### config.mk
export PLATFORM = sky130hd
export DESIGN_NAME = dist_sdpram_mrport_flat
export DESIGN_NICKNAME = d
export VERILOG_FILES = /design/src/rtl/dist_sdpram_mrport_if.sv /design/src/rtl/dist_sdpram_mrport.sv /design/src/flat_wrapper.sv
export SDC_FILE = /design/constraint.sdc
export NUM_CORES = 1
export LEC_CHECK = 0
export ABC_CLOCK_PERIOD_IN_PS = 7100
export BUFFER_PORTS_ARGS = -buffer_cell sky130_fd_sc_hd__buf_2
export CAP_MARGIN = 20
export CORE_MARGIN = 4
export CORE_UTILIZATION = 50
export CTS_CLUSTER_SIZE = 28
export DETAILED_ROUTE_END_ITERATION = 6
export MAX_ROUTING_LAYER = met4
export PLACE_DENSITY = 0.67
export SLEW_MARGIN = 10
export SYNTH_ARGS = -nofsm -noshare
export SYNTH_HDL_FRONTEND = slang
export SYNTH_SLANG_ARGS = --single-unit
export TNS_END_PERCENT = 100
### constraint.sdc
create_clock -name clk -period 7.1 [get_ports clk]
set_input_delay 0.355 -clock clk [delete_from_list [all_inputs] [get_ports clk]]
set_output_delay 0.355 -clock clk [all_outputs]
set_load 0.05 [all_outputs]
### src/rtl/dist_sdpram_mrport_if.sv
// Bus bundle for dist_sdpram_mrport: one byte-lane write port, RD_PORTS
// read ports with flattened address/data buses, and the clear-busy flag.
//   master : drives the write port and read requests, samples read results
//   slave  : the RAM itself
interface dist_sdpram_mrport_if #(
    parameter int ADDR_WIDTH = 4,
    parameter int DATA_WIDTH = 16,
    parameter int NBE        = 2,
    parameter int RD_PORTS   = 2
);
    logic                           wr_en;
    logic [ADDR_WIDTH-1:0]          wr_addr;
    logic [DATA_WIDTH-1:0]          wr_data;
    logic [NBE-1:0]                 wr_be;
    logic [RD_PORTS-1:0]            rd_en;
    logic [RD_PORTS*ADDR_WIDTH-1:0] rd_addr;
    logic [RD_PORTS*DATA_WIDTH-1:0] rd_data;
    logic [RD_PORTS-1:0]            rd_valid;
    logic                           init_busy;

    modport master (
        output wr_en, wr_addr, wr_data, wr_be, rd_en, rd_addr,
        input  rd_data, rd_valid, init_busy
    );

    modport slave (
        input  wr_en, wr_addr, wr_data, wr_be, rd_en, rd_addr,
        output rd_data, rd_valid, init_busy
    );
endinterface

### src/rtl/dist_sdpram_mrport.sv
// Single-clock distributed simple-dual-port RAM with byte-lane writes and
// 1-4 independent read ports. Optional registered reads, READ_FIRST or
// WRITE_FIRST collision behaviour, and an optional post-reset clear that
// walks every address writing zero.
// Ports:
//   clk  - single clock, rising edge
//   rst  - synchronous active-high reset
//   bus  - slave side of dist_sdpram_mrport_if (write port, read ports,
//          rd_valid flags, init_busy)
module dist_sdpram_mrport #(
    parameter int ADDR_WIDTH = 4,
    parameter int DATA_WIDTH = 16,
    parameter int BYTE_WIDTH = 8,
    parameter int RD_PORTS   = 2,
    parameter int OUT_REG    = 1,
    parameter     RD_MODE    = "READ_FIRST",
    parameter int CLR_ON_RST = 1
) (
    input logic                clk,
    input logic                rst,
    dist_sdpram_mrport_if.slave bus
);
    localparam int DEPTH       = 2 ** ADDR_WIDTH;
    localparam int NBE         = (DATA_WIDTH + BYTE_WIDTH - 1) / BYTE_WIDTH;
    localparam bit WRITE_FIRST = (RD_MODE == "WRITE_FIRST");

    localparam logic [0:0] S_CLEAR = 1'b0;
    localparam logic [0:0] S_RUN   = 1'b1;

    logic [0:0]            state;
    logic [ADDR_WIDTH-1:0] clr_cnt;
    logic                  run;

    logic [DATA_WIDTH-1:0] mem [DEPTH];

    logic [NBE-1:0]        be;
    logic [DATA_WIDTH-1:0] wmask;
    logic [DATA_WIDTH-1:0] merged;
    logic                  wr_act;

    logic [RD_PORTS-1:0][ADDR_WIDTH-1:0] ra;
    logic [RD_PORTS-1:0][DATA_WIDTH-1:0] rd_word;

    // ---------------- controller ----------------
    always_ff @(posedge clk) begin
        if (rst) begin
            state   <= (CLR_ON_RST != 0) ? S_CLEAR : S_RUN;
            clr_cnt <= '0;
        end else if (state == S_CLEAR) begin
            clr_cnt <= clr_cnt + ADDR_WIDTH'(1);
            if (clr_cnt == ADDR_WIDTH'(DEPTH - 1))
                state <= S_RUN;
        end
    end

    assign run           = (state == S_RUN);
    assign bus.init_busy = ~run;

    // ---------------- write path ----------------
    assign be = bus.wr_be;

    // Expand lane enables to a bit mask; the top lane may be partial.
    always_comb begin
        wmask = '0;
        for (int i = 0; i < DATA_WIDTH; i++)
            wmask[i] = be[i / BYTE_WIDTH];
    end

    // Word as it will look after this edge's write: new lanes where enabled.
    assign merged = (mem[bus.wr_addr] & ~wmask) | (bus.wr_data & wmask);
    assign wr_act = bus.wr_en & run;

    always_ff @(posedge clk) begin
        if (!rst) begin
            if (!run)
                mem[clr_cnt] <= '0;
            else if (bus.wr_en)
                mem[bus.wr_addr] <= merged;
        end
    end

    // ---------------- read path ----------------
    assign ra = bus.rd_addr;

    // Per-port word seen by the read. WRITE_FIRST forwards the merged word
    // on an address match; READ_FIRST always sees the stored word.
    always_comb begin
        rd_word = '0;
        for (int p = 0; p < RD_PORTS; p++) begin
            if (WRITE_FIRST && wr_act && (bus.wr_addr == ra[p]))
                rd_word[p] = merged;
            else
                rd_word[p] = mem[ra[p]];
        end
    end

    generate
        if (OUT_REG != 0) begin : g_reg
            logic [RD_PORTS-1:0][DATA_WIDTH-1:0] data_q;
            logic [RD_PORTS-1:0]                 vld_q;

            // Data holds when a port is idle; only the valid flag drops.
            always_ff @(posedge clk) begin
                if (rst) begin
                    data_q <= '0;
                    vld_q  <= '0;
                end else begin
                    for (int p = 0; p < RD_PORTS; p++) begin
                        if (run && bus.rd_en[p]) begin
                            data_q[p] <= rd_word[p];
                            vld_q[p]  <= 1'b1;
                        end else begin
                            vld_q[p]  <= 1'b0;
                        end
                    end
                end
            end

            assign bus.rd_data  = data_q;
            assign bus.rd_valid = vld_q;
        end else begin : g_comb
            assign bus.rd_data  = rd_word;
            assign bus.rd_valid = bus.rd_en & {RD_PORTS{run}};
        end
    endgenerate
endmodule

### src/flat_wrapper.sv
// flat-port wrapper written by rule: the top's interface ports become plain ports
module dist_sdpram_mrport_flat 
#(
    parameter int ADDR_WIDTH = 4,
    parameter int DATA_WIDTH = 16,
    parameter int BYTE_WIDTH = 8,
    parameter int RD_PORTS   = 2,
    parameter int OUT_REG    = 1,
    parameter     RD_MODE    = "          ",
    parameter int CLR_ON_RST = 1
)
  (clk, rst, bus_wr_en, bus_wr_addr, bus_wr_data, bus_wr_be, bus_rd_en, bus_rd_addr, bus_rd_data, bus_rd_valid, bus_init_busy);
  dist_sdpram_mrport_if #(.ADDR_WIDTH(ADDR_WIDTH), .DATA_WIDTH(DATA_WIDTH), .NBE(2), .RD_PORTS(RD_PORTS)) bus_i ();
  input logic clk;
  input logic rst;
  input wire logic [$bits(bus_i.wr_en)-1:0] bus_wr_en;
  input wire logic [$bits(bus_i.wr_addr)-1:0] bus_wr_addr;
  input wire logic [$bits(bus_i.wr_data)-1:0] bus_wr_data;
  input wire logic [$bits(bus_i.wr_be)-1:0] bus_wr_be;
  input wire logic [$bits(bus_i.rd_en)-1:0] bus_rd_en;
  input wire logic [$bits(bus_i.rd_addr)-1:0] bus_rd_addr;
  output wire logic [$bits(bus_i.rd_data)-1:0] bus_rd_data;
  output wire logic [$bits(bus_i.rd_valid)-1:0] bus_rd_valid;
  output wire logic [$bits(bus_i.init_busy)-1:0] bus_init_busy;
  assign bus_i.wr_en = bus_wr_en;
  assign bus_i.wr_addr = bus_wr_addr;
  assign bus_i.wr_data = bus_wr_data;
  assign bus_i.wr_be = bus_wr_be;
  assign bus_i.rd_en = bus_rd_en;
  assign bus_i.rd_addr = bus_rd_addr;
  assign bus_rd_data = bus_i.rd_data;
  assign bus_rd_valid = bus_i.rd_valid;
  assign bus_init_busy = bus_i.init_busy;
  dist_sdpram_mrport #(.ADDR_WIDTH(ADDR_WIDTH), .DATA_WIDTH(DATA_WIDTH), .BYTE_WIDTH(BYTE_WIDTH), .RD_PORTS(RD_PORTS), .OUT_REG(OUT_REG), .RD_MODE(RD_MODE), .CLR_ON_RST(CLR_ON_RST)) u_core (.clk(clk), .rst(rst), .bus(bus_i));
endmodule
==> out/qor.csv, run 1 <==
stage,metric,value,unit
outcome,status,"complete, no violations",
floorplanning,dieArea,33100,µm²
drt,antenna_left,0,
clock_tree,cts_num_sinks,295,
synthesis,ys_warn_count,0,
drt,via_count,9309,
floorplanning,die_w,182,µm
grt,grt_max_degree,67,
placed_design,dp_hpwl,25600,µm
clock_tree,post_cts_buffers,0,
clock_tree,numCtsBuffers,30,
placed_design,dpl.cell_count,1247,
clock_tree,cts_root_buf,clkbuf_16,
synthesis,yosys.cell_count.top_type,edfxtp_1,
synthesis,yosysSeqAreaShare,55.9,%
grt,grt_usage,26.2,%
sta,clock.fmax,316,MHz
final_layout,nFillCells,2269,
final_layout,drive_above_1_share,38.4,%
synthesis,synth_edf_count,256,
sta,hold_viol,0,
grt,grt_overflow,0,
sta,tightestPinTransition,1.19,ns
drt,drt_iter0_markers,1508,
drt,post-route-drc-count,0,
sta,post-route-period-util,44.6,%
sta,fin_setup_tns,0,ns
synthesis,synth_seq_cells,295,
synthesis,yosys-top-cells-count,"edfxtp_1, mux4_2, mux2i_1",
grt,antenna_found_initial,0,
floorplanning,initial_core_util,50.8,%
synthesis,syn_area,15100,µm²
power,p_comb_share,7.7,%
synthesis,yosys-top-cells-area,"edfxtp_1, mux4_2, dfxtp_1",
placed_design,gp_congestion,0.840,
clock_tree,clkLatencyLatePin,0.56,ns
sta,rsz0062_at_grt,no,
clock_tree,path_clk_slew,0.06,ns
final_layout,diodes,0,
floorplanning,die_h,182,µm
sta,period_minus_slack,3.17,ns
synthesis,synthFlopType,edfxtp_1,
worst_setup_path,slowest_stage,dfxtp_1,
power,peakVddDrop,0.000194,V
synthesis,syn_nets,870,
final_layout,area_growth,11.5,%
sta,max_slew_margin,20.5,%
clock_tree,cts_tree,built,
synthesis,synth_area_leader_cell,edfxtp_1,
worst_setup_path,worstPathMaxFanout,30,
grt,grt_pass1_wl,62200,µm
sta,setup_viol,0,
sta,holdWs,0.127,ns
drt,routed_via_density,7.14,
final_layout,final_nets,926,
worst_setup_path,critPathRequiredTime,7.32,ns
worst_setup_path,worst-path-buf-inv,2,
sta,finClkSkew,0.0168,ns
worst_setup_path,path_cells,"and3b_1, buf_4, mux2i_1, nand2_1, nor2_2, buf_4",
synthesis,synthCells,834,
worst_setup_path,critPathTopFamily,simple AND/OR/NAND/NOR gates,
power,leakagePower,0.00594,µW
clock_tree,hold_buffers,0,
flow_run,maxCapViolCount,0,
power,p_int,2940,µW
worst_hold_path,hold_class,input port to flop,
sta,fin_ws,3.93,ns
drt,wire_per_inst,32.6,µm
worst_setup_path,max_stage_delay,0.68,ns
power,seq_power_share,50.4,%
clock_tree,clock_path_buffers,3,
power,p_per_area,223,nW/µm²
floorplanning,ios,70,
synthesis,syn_area_per_cell,18.2,µm²
drt,wirelength,42500,µm
power,p_sw,816,µW
placed_design,port_buffers,69,
sta,drv_slew,0,
synthesis,yosysTopAreaCellShare,50.8,%
worst_setup_path,critical_path.most_common_cell,buf_4,
placed_design,pre_cts_slack,3.70,ns
clock_tree,clock_tree.htree_level_count,1,
worst_setup_path,crit_arrival,3.39,ns
worst_setup_path,start_kind,flop,
final_layout,finalNonFillerCells,1304,
floorplanning,num_rows,63,
synthesis,synthArstFlopShare,0,%
grt,grt_pass1_vias,9410,
worst_setup_path,cp-end-kind,flop,
power,swShare,21.7,%
power,p_clk_share,41.9,%
clock_tree,ctsResizeCount,0,
synthesis,synth_cell_types,42,
worst_setup_path,path_class,flop to flop,
floorplanning,core,29800,µm²
drt,drtPass1Iterations,6,
==> cells by family (layout without fill, tap and decap cells) <==
group                    count (synthesis)  in the layout  synth area share (%)
AO/OA/AOI/OAI                          117            117                  5.45
XOR/XNOR                                 3              3                 0.174
adder cells (fa/ha/maj)                  1              1                0.0826
buffers and inverters                   80            160                  2.72
flip-flops                             295            295                  55.9
multiplexers                           262            262                  33.2
AND/OR/NAND/NOR                         76             76                  2.51
==> metrics by stage <==
stage	utilization, %	cell area [µm²]	total power, µW
2_1_floorplan	-	15100	2140
3_3_place_gp	53.1	15800	2210
3_5_place_dp	53.3	15900	2220
4_1_cts	56.6	16900	3780
5_1_grt	56.7	16900	3880
6_report	56.7	16900	3760
==> placed cells by master, fill, tap and decap left out, types with 16 or more instances in the layout <==
cell and count:
a22oi_1 20, mux4_2 185, buf_4 27, buf_2 66, clkbuf_16 31, a31o_1 16, edfxtp_1 256, dfxtp_1 39
o211ai_1 16, nand2_1 21, mux2i_1 70, o22ai_1 27
==> state kept, by name, summed over array words and instances, names as in the netlist <==
| register | cells |
|---|---|
| u_core.run | 1 |
| u_core.clr_cnt | 4 |
| u_core.bus.rd_valid | 2 |
| u_core.mem | 256 |
| u_core.bus.rd_data | 32 |
==> final timing paths <==
path | from | to | slack (ns) | cells after the start
max | u_core.run | u_core.mem[2][13] | 3.93 | 6
min | rst | u_core.clr_cnt[1] | 0.13 | 2
min reg2reg | u_core.bus.rd_data[16] | u_core.bus.rd_data[16] | 0.47 | 2
max reg2reg | u_core.run | u_core.mem[2][13] | 3.93 | 6
==> layer usage <==
| layer | vias to the layer above | wire length (µm) | GRT usage [%] |
|---|---|---|---|
| met1 | 4763 | 15500 | 34.2 |
| met4 | 0 | 992 | 5.79 |
| met2 | 727 | 20600 | 41.6 |
| met5 | - | 0 | - |
| met3 | 91 | 5380 | 7.49 |
| li1 | 3728 | - | - |
==> power by group through the flow <==
| stage | Combinational [µW] | Sequential [µW] | Clock [µW] |
|---|---|---|---|
| final | 289 | 1890 | 1570 |
| after global routing | 304 | 1890 | 1680 |
| after CTS | 288 | 1890 | 1600 |
| after detailed placement | 287 | 1930 | 0 |
| after global placement | 283 | 1930 | 0 |
| after floorplan | 215 | 1920 | 0 |
==> layout make-up <==
class	count	area (µm²)	share of cell area (%)
Sequential cell	295	8470	50.2
Timing Repair Buffer	96	591	3.50
Inverter	8	30.0	0.178
Clock inverter	17	168	0.993
Multi-Input combinational cell	459	6310	37.4
Tap cell	390	488	2.89
Clock buffer	39	826	4.89
No activity file was read; power rests on OpenSTA's default activity.
==> run 2: changes to the inputs <==
--- a/config.mk
+++ b/config.mk
@@ -5,7 +5,7 @@
 export SDC_FILE = /design/constraint.sdc
 export NUM_CORES = 1
 export LEC_CHECK = 0
-export ABC_CLOCK_PERIOD_IN_PS = 7100
+export ABC_CLOCK_PERIOD_IN_PS = 2700
 export BUFFER_PORTS_ARGS = -buffer_cell sky130_fd_sc_hd__buf_2
 export CAP_MARGIN = 20
 export CORE_MARGIN = 4
@@ -13,7 +13,7 @@
 export CTS_CLUSTER_SIZE = 28
 export DETAILED_ROUTE_END_ITERATION = 6
 export MAX_ROUTING_LAYER = met4
-export PLACE_DENSITY = 0.67
+export PLACE_DENSITY = 0.7
 export SLEW_MARGIN = 10
 export SYNTH_ARGS = -nofsm -noshare
 export SYNTH_HDL_FRONTEND = slang
==> constraint.sdc (replaced) <==
create_clock -name clk -period 2.7 [get_ports clk]
set_input_delay 0.135 -clock clk [delete_from_list [all_inputs] [get_ports clk]]
set_output_delay 0.135 -clock clk [all_outputs]
set_load 0.05 [all_outputs]
==> run 2 against run 1 <==
Net effect: clock power rose to 3.0 times the previous value; wire length up 2.1%; critical path depth unchanged; via count up 3.7%; fmax up 37%; setup slack worse by 3.5 ns; register-to-register slack worse by 3.5 ns; total power rose to 2.8 times the previous value; critical endpoint is now u_core.mem[5][11]; largest power group unchanged; highest routed layer unchanged.
==> out/qor.csv, run 2 (synthesis gave the netlist of run 1 again) <==
stage,metric,value,unit
outcome,status,"complete, no violations",
final_layout,mostFrequentLayoutCells,"edfxtp_1, mux4_2, mux2i_1, buf_2, buf_4",
clock_tree,cts_root_buf,clkbuf_16,
worst_setup_path,critPathRequiredTime,2.88,ns
floorplanning,die_w,182,µm
clock_tree,clock_tree.htree_level_count,2,
worst_setup_path,worstPathMaxFanout,11,
sta,setup_viol,0,
sta,tightestPinTransition,1.00,ns
sta,holdWs,0.0960,ns
placed_design,dpl.cell_count,1280,
power,peakVddDrop,0.000415,V
final_layout,mostFrequentLayoutCell,edfxtp_1,
power,leakagePower,0.00622,µW
worst_setup_path,path_class,flop to flop,
clock_tree,cts_tree,built,
sta,drv_slew,0,
grt,grt_usage,26.9,%
floorplanning,dieArea,33100,µm²
clock_tree,clkLatencyLatePin,0.51,ns
grt,antenna_found_initial,1,
clock_tree,cts_num_sinks,295,
floorplanning,core,29800,µm²
worst_setup_path,path_cells,"and3b_1, mux2_2, nand2_1, buf_4, nor2_2, buf_4",
sta,max_slew_margin,32.7,%
final_layout,largest-register,u_core.mem,
grt,grt_pass1_vias,9404,
worst_setup_path,start_kind,flop,
floorplanning,ios,70,
drt,via_count,9658,
sta,hold_viol,0,
grt,grt_overflow,0,
worst_setup_path,worst-path-buf-inv,2,
worst_setup_path,critPathTopFamily,simple AND/OR/NAND/NOR gates,
drt,antenna_left,0,
power,p_per_area,605,nW/µm²
drt,post-route-drc-count,0,
final_layout,drive_above_1_share,40.8,%
final_layout,largest_register_ff_count,256,
clock_tree,numCtsBuffers,34,
placed_design,dp_hpwl,28100,µm
placed_design,gp_congestion,0.888,
grt,grt_pass1_wl,62900,µm
sta,fin_setup_tns,0,ns
sta,finClkSkew,0.0156,ns
worst_setup_path,cp-end-kind,flop,
sta,rsz0062_at_grt,no,
final_layout,finalNonFillerCells,1343,
drt,wirelength,43400,µm
drt,wire_per_inst,32.3,µm
worst_setup_path,rr_startpoint,u_core.run,
worst_setup_path,max_stage_delay,0.43,ns
clock_tree,post_cts_buffers,0,
clock_tree,clock_path_buffers,3,
drt,routed_via_density,7.19,
worst_setup_path,slowest_stage,and3b_1,
worst_setup_path,critical_path.most_common_cell,buf_4,
sta,clock.fmax,431,MHz
flow_run,maxCapViolCount,0,
grt,grt_max_degree,37,
final_layout,final_nets,964,
floorplanning,die_h,182,µm
worst_setup_path,crit_arrival,2.50,ns
drt,drt_iter0_markers,1278,
placed_design,port_buffers,69,
sta,period_minus_slack,2.32,ns
clock_tree,path_clk_slew,0.06,ns
final_layout,area_growth,15.1,%
drt,drtPass1Iterations,5,
worst_setup_path,crit_start,u_core.run,
sta,post-route-period-util,85.9,%
final_layout,nFillCells,2210,
floorplanning,initial_core_util,50.8,%
worst_hold_path,hold_class,input port to flop,
power,total_power,10500,µW
floorplanning,num_rows,63,
worst_hold_path,min-delay-start,bus_rd_addr[4],
[run 2: final timing paths]
path                                          endpoint  slack (ns)  depth (start not counted)
worst max-delay path                 u_core.mem[5][11]        0.38                          6
worst min-delay path            u_core.bus.rd_data[30]         0.1                          4
worst max register to register       u_core.mem[5][11]        0.38                          6
worst min register to register  u_core.bus.rd_data[17]        0.47                          2
[run 2: stage by stage]
stage          util [%]  instance area [µm²]  setup WS (ns)
2_1_floorplan         -                15100          0.326
3_3_place_gp       54.6                16300          0.350
3_5_place_dp       54.6                16300          0.327
4_1_cts            58.5                17400          0.428
5_1_grt            58.5                17400          0.267
6_report           58.5                17400          0.381
[run 2: area by class of cell]
type                            count  area [µm²]  share of cell area [%]
Clock inverter                     18         231                    1.33
Multi-Input combinational cell    459        6310                    36.2
Tap cell                          390         488                    2.80
Inverter                            8        30.0                   0.172
Antenna cell                        1        2.50                  0.0144
Timing Repair Buffer              130         978                    5.61
Clock buffer                       42         922                    5.29
Sequential cell                   295        8470                    48.6
[run 2: worst register-to-register path: stages, from the launching register on]
cell and delay, ns:
dfxtp_1 0.38, and3b_1 0.43, mux2_2 0.26, nand2_1 0.09, buf_4 0.17, nor2_2 0.33, buf_4 0.32
[run 2: power breakdown]
part	internal [µW]	total (µW)	leakage (µW)	switching, µW
logic	395	814	0.00273	419
registers	4940	4980	0.00294	40.0
clock network	2920	4750	0.000550	1830
[run 2: layer usage]
layer  vias to the layer above  routed length (µm)  global-route usage (%)
met5                         -                   0                       -
met1                      4954               15700                    35.3
met2                       750               20600                    41.1
met3                       131                5560                    7.73
li1                       3823                   -                       -
met4                         0                1530                    8.47
[run 2: what timing repair did]
| item | CTS | global route |
|---|---|---|
| endpoints found under the hold margin | 3 | 0 |
| endpoints found under the setup margin | 0 | 0 |
| hold buffers | 2 | 0 |
| resized for setup | 0 | 0 |
==> run 3: changes to the inputs <==
--- a/config.mk
+++ b/config.mk
@@ -5,11 +5,12 @@
 export SDC_FILE = /design/constraint.sdc
 export NUM_CORES = 1
 export LEC_CHECK = 0
-export ABC_CLOCK_PERIOD_IN_PS = 2700
+export ABC_CLOCK_PERIOD_IN_PS = 2100
 export BUFFER_PORTS_ARGS = -buffer_cell sky130_fd_sc_hd__buf_2
 export CAP_MARGIN = 20
 export CORE_MARGIN = 4
 export CORE_UTILIZATION = 50
+export CTS_CLUSTER_DIAMETER = 60
 export CTS_CLUSTER_SIZE = 28
 export DETAILED_ROUTE_END_ITERATION = 6
 export MAX_ROUTING_LAYER = met4
==> constraint.sdc (replaced) <==
create_clock -name clk -period 2.1 [get_ports clk]
set_input_delay 0.105 -clock clk [delete_from_list [all_inputs] [get_ports clk]]
set_output_delay 0.105 -clock clk [all_outputs]
set_load 0.05 [all_outputs]
==> run 3 against run 2 <==
Net effect: clock power increased by 5.3%; largest cell class unchanged; count of clock-buffer cells in the layout decreased by 11; global-route usage decreased by 0.26 points; flip-flop and latch count unchanged; critical path depth unchanged; die area unchanged; clock skew decreased by 0.0020 ns.
==> out/qor.csv, run 3 (synthesis gave the netlist of run 1 again) <==
stage,metric,value,unit
floorplanning,initial_core_util,50.8,%
worst_setup_path,path_class,flop to flop,
clock_tree,cts_tree,built,
power,p_clk_share,40.2,%
placed_design,gp_congestion,0.869,
grt,grt_max_degree,48,
sta,hold_viol,0,
clock_tree,path_clk_slew,0.08,ns
worst_setup_path,rr_startpoint,u_core.run,
power,peakVddDrop,0.000717,V
clock_tree,cts_root_buf,clkbuf_16,
placed_design,dp_hpwl,27700,µm
power,p_int,9590,µW
worst_hold_path,holdPathEnd,u_core.bus.rd_data[30],
grt,grt_pass1_vias,9420,
sta,clock.fmax,504,MHz
grt,grt_overflow,0,
worst_hold_path,min-delay-start,bus_rd_addr[6],
worst_hold_path,hold_class,input port to flop,
clock_tree,clock_tree.htree_level_count,1,
grt,antenna_found_initial,0,
drt,wire_per_inst,31.8,µm
floorplanning,ios,70,
sta,max_slew_margin,57.5,%
floorplanning,dieArea,33100,µm²
power,p_per_area,717,nW/µm²
power,swShare,23.0,%
final_layout,largest_register_ff_count,256,
clock_tree,numCtsBuffers,26,
clock_tree,cts_num_sinks,295,
drt,via_count,9446,
worst_setup_path,reg2reg_depth,6,
worst_setup_path,start_kind,flop,
final_layout,largest-register,u_core.mem,
power,leakagePower,0.00621,µW
floorplanning,core,29800,µm²
drt,wirelength,42800,µm
drt,drtPass1Iterations,6,
power,seq_power_share,51.4,%
sta,period_minus_slack,1.98,ns
power,p_comb_share,8.4,%
worst_setup_path,worstPathMaxFanout,8,
clock_tree,clock_path_buffers,3,
final_layout,drive_above_1_share,41.9,%
grt,grt_pass1_wl,62900,µm
grt,grt_usage,26.6,%
placed_design,port_buffers,69,
final_layout,final_nets,971,
final_layout,diodes,0,
final_layout,mostFrequentLayoutCell,edfxtp_1,
sta,fin_setup_tns,0,ns
sta,finClkSkew,0.0136,ns
sta,tightestPinTransition,0.635,ns
worst_setup_path,cp-end-kind,flop,
sta,setup_viol,0,
worst_setup_path,reg2reg_slack,0.12,ns
power,p_sw,2860,µW
sta,rsz0062_at_grt,no,
floorplanning,die_h,182,µm
outcome,status,"complete, no violations",
clock_tree,clkLatencyLatePin,0.55,ns
clock_tree,post_cts_buffers,0,
final_layout,finalNonFillerCells,1345,
sta,post-route-period-util,94.4,%
drt,antenna_left,0,
drt,drt_iter0_markers,1393,
worst_setup_path,crit_arrival,2.22,ns
worst_setup_path,rr_endpoint,u_core.mem[1][14],
drt,post-route-drc-count,0,
final_layout,mostFrequentLayoutCells,"edfxtp_1, mux4_2, mux2i_1, buf_2, buf_4",
worst_hold_path,min_path_cells,4,
worst_setup_path,critPathRequiredTime,2.34,ns
drt,routed_via_density,7.02,
flow_run,maxCapViolCount,0,
sta,drv_slew,0,
placed_design,dpl.cell_count,1295,
final_layout,final_core_util,58.3,%
floorplanning,num_rows,63,
floorplanning,die_w,182,µm
final_layout,area_growth,14.7,%
==> run 3: worst max path at each step <==
stage                        start            endpoint  slack, ns  cells past startpoint
floorplan               u_core.run   u_core.mem[12][0]      -0.21                      5
global placement    bus_wr_addr[0]    u_core.mem[6][1]       0.02                      7
detailed placement  bus_wr_addr[0]   u_core.mem[12][1]      -0.02                      7
CTS                     u_core.run  u_core.mem[15][12]       0.14                      5
global route            u_core.run   u_core.mem[8][10]       0.01                      5
finish                  u_core.run   u_core.mem[1][14]       0.12                      6
==> run 3: critical path, cell delays in order (launching register included) <==
cell and delay (ns):
dfxtp_1 0.31, buf_4 0.15, or2_0 0.20, a21oi_1 0.30, nand2_1 0.25, nor2_2 0.20
buf_4 0.25
==> run 3: power by group through the flow <==
stage	logic [µW]	registers, µW	clock network, µW
2_1_floorplan	732	6510	0
3_3_place_gp	1040	6520	0
3_5_place_dp	1040	6530	0
4_1_cts	1050	6400	5070
5_1_grt	1110	6400	5340
6_report	1040	6400	5000
==> run 3: final cells by class <==
cell class,instances,area (µm²)
timing repair buffer,145,1170
fill,2195,12400
sequential,295,8470
inverter,8,30.0
clock inverter,17,200
tap,390,488
clock buffer,31,701
multi-input combinational,459,6310
==> run 3: per-stage QoR <==
stage	power [µW]	worst slack, ns	area [µm²]	hold slack, ns
floorplan	7240	-0.215	15200	0.302
global placement	7560	0.0238	16400	0.438
detailed placement	7570	-0.0181	16400	0.455
CTS	12500	0.138	17400	0.0942
global route	12800	0.0119	17400	0.124
finish	12400	0.117	17400	0.0967
==> run 3: routing by layer <==
layer,vias to the layer above,global-route usage [%],wire length (µm)
met1,4844,37.4,16200
met2,658,40.0,20100
met4,0,8.02,1500
li1,3825,-,-
met3,119,5.39,5010
met5,-,-,0
==> run 3: timing repair <==
item	CTS	global route
hold buffers	2	0
setup endpoints to repair	0	54
gates resized for setup	0	4
endpoints found under the hold margin	6	0
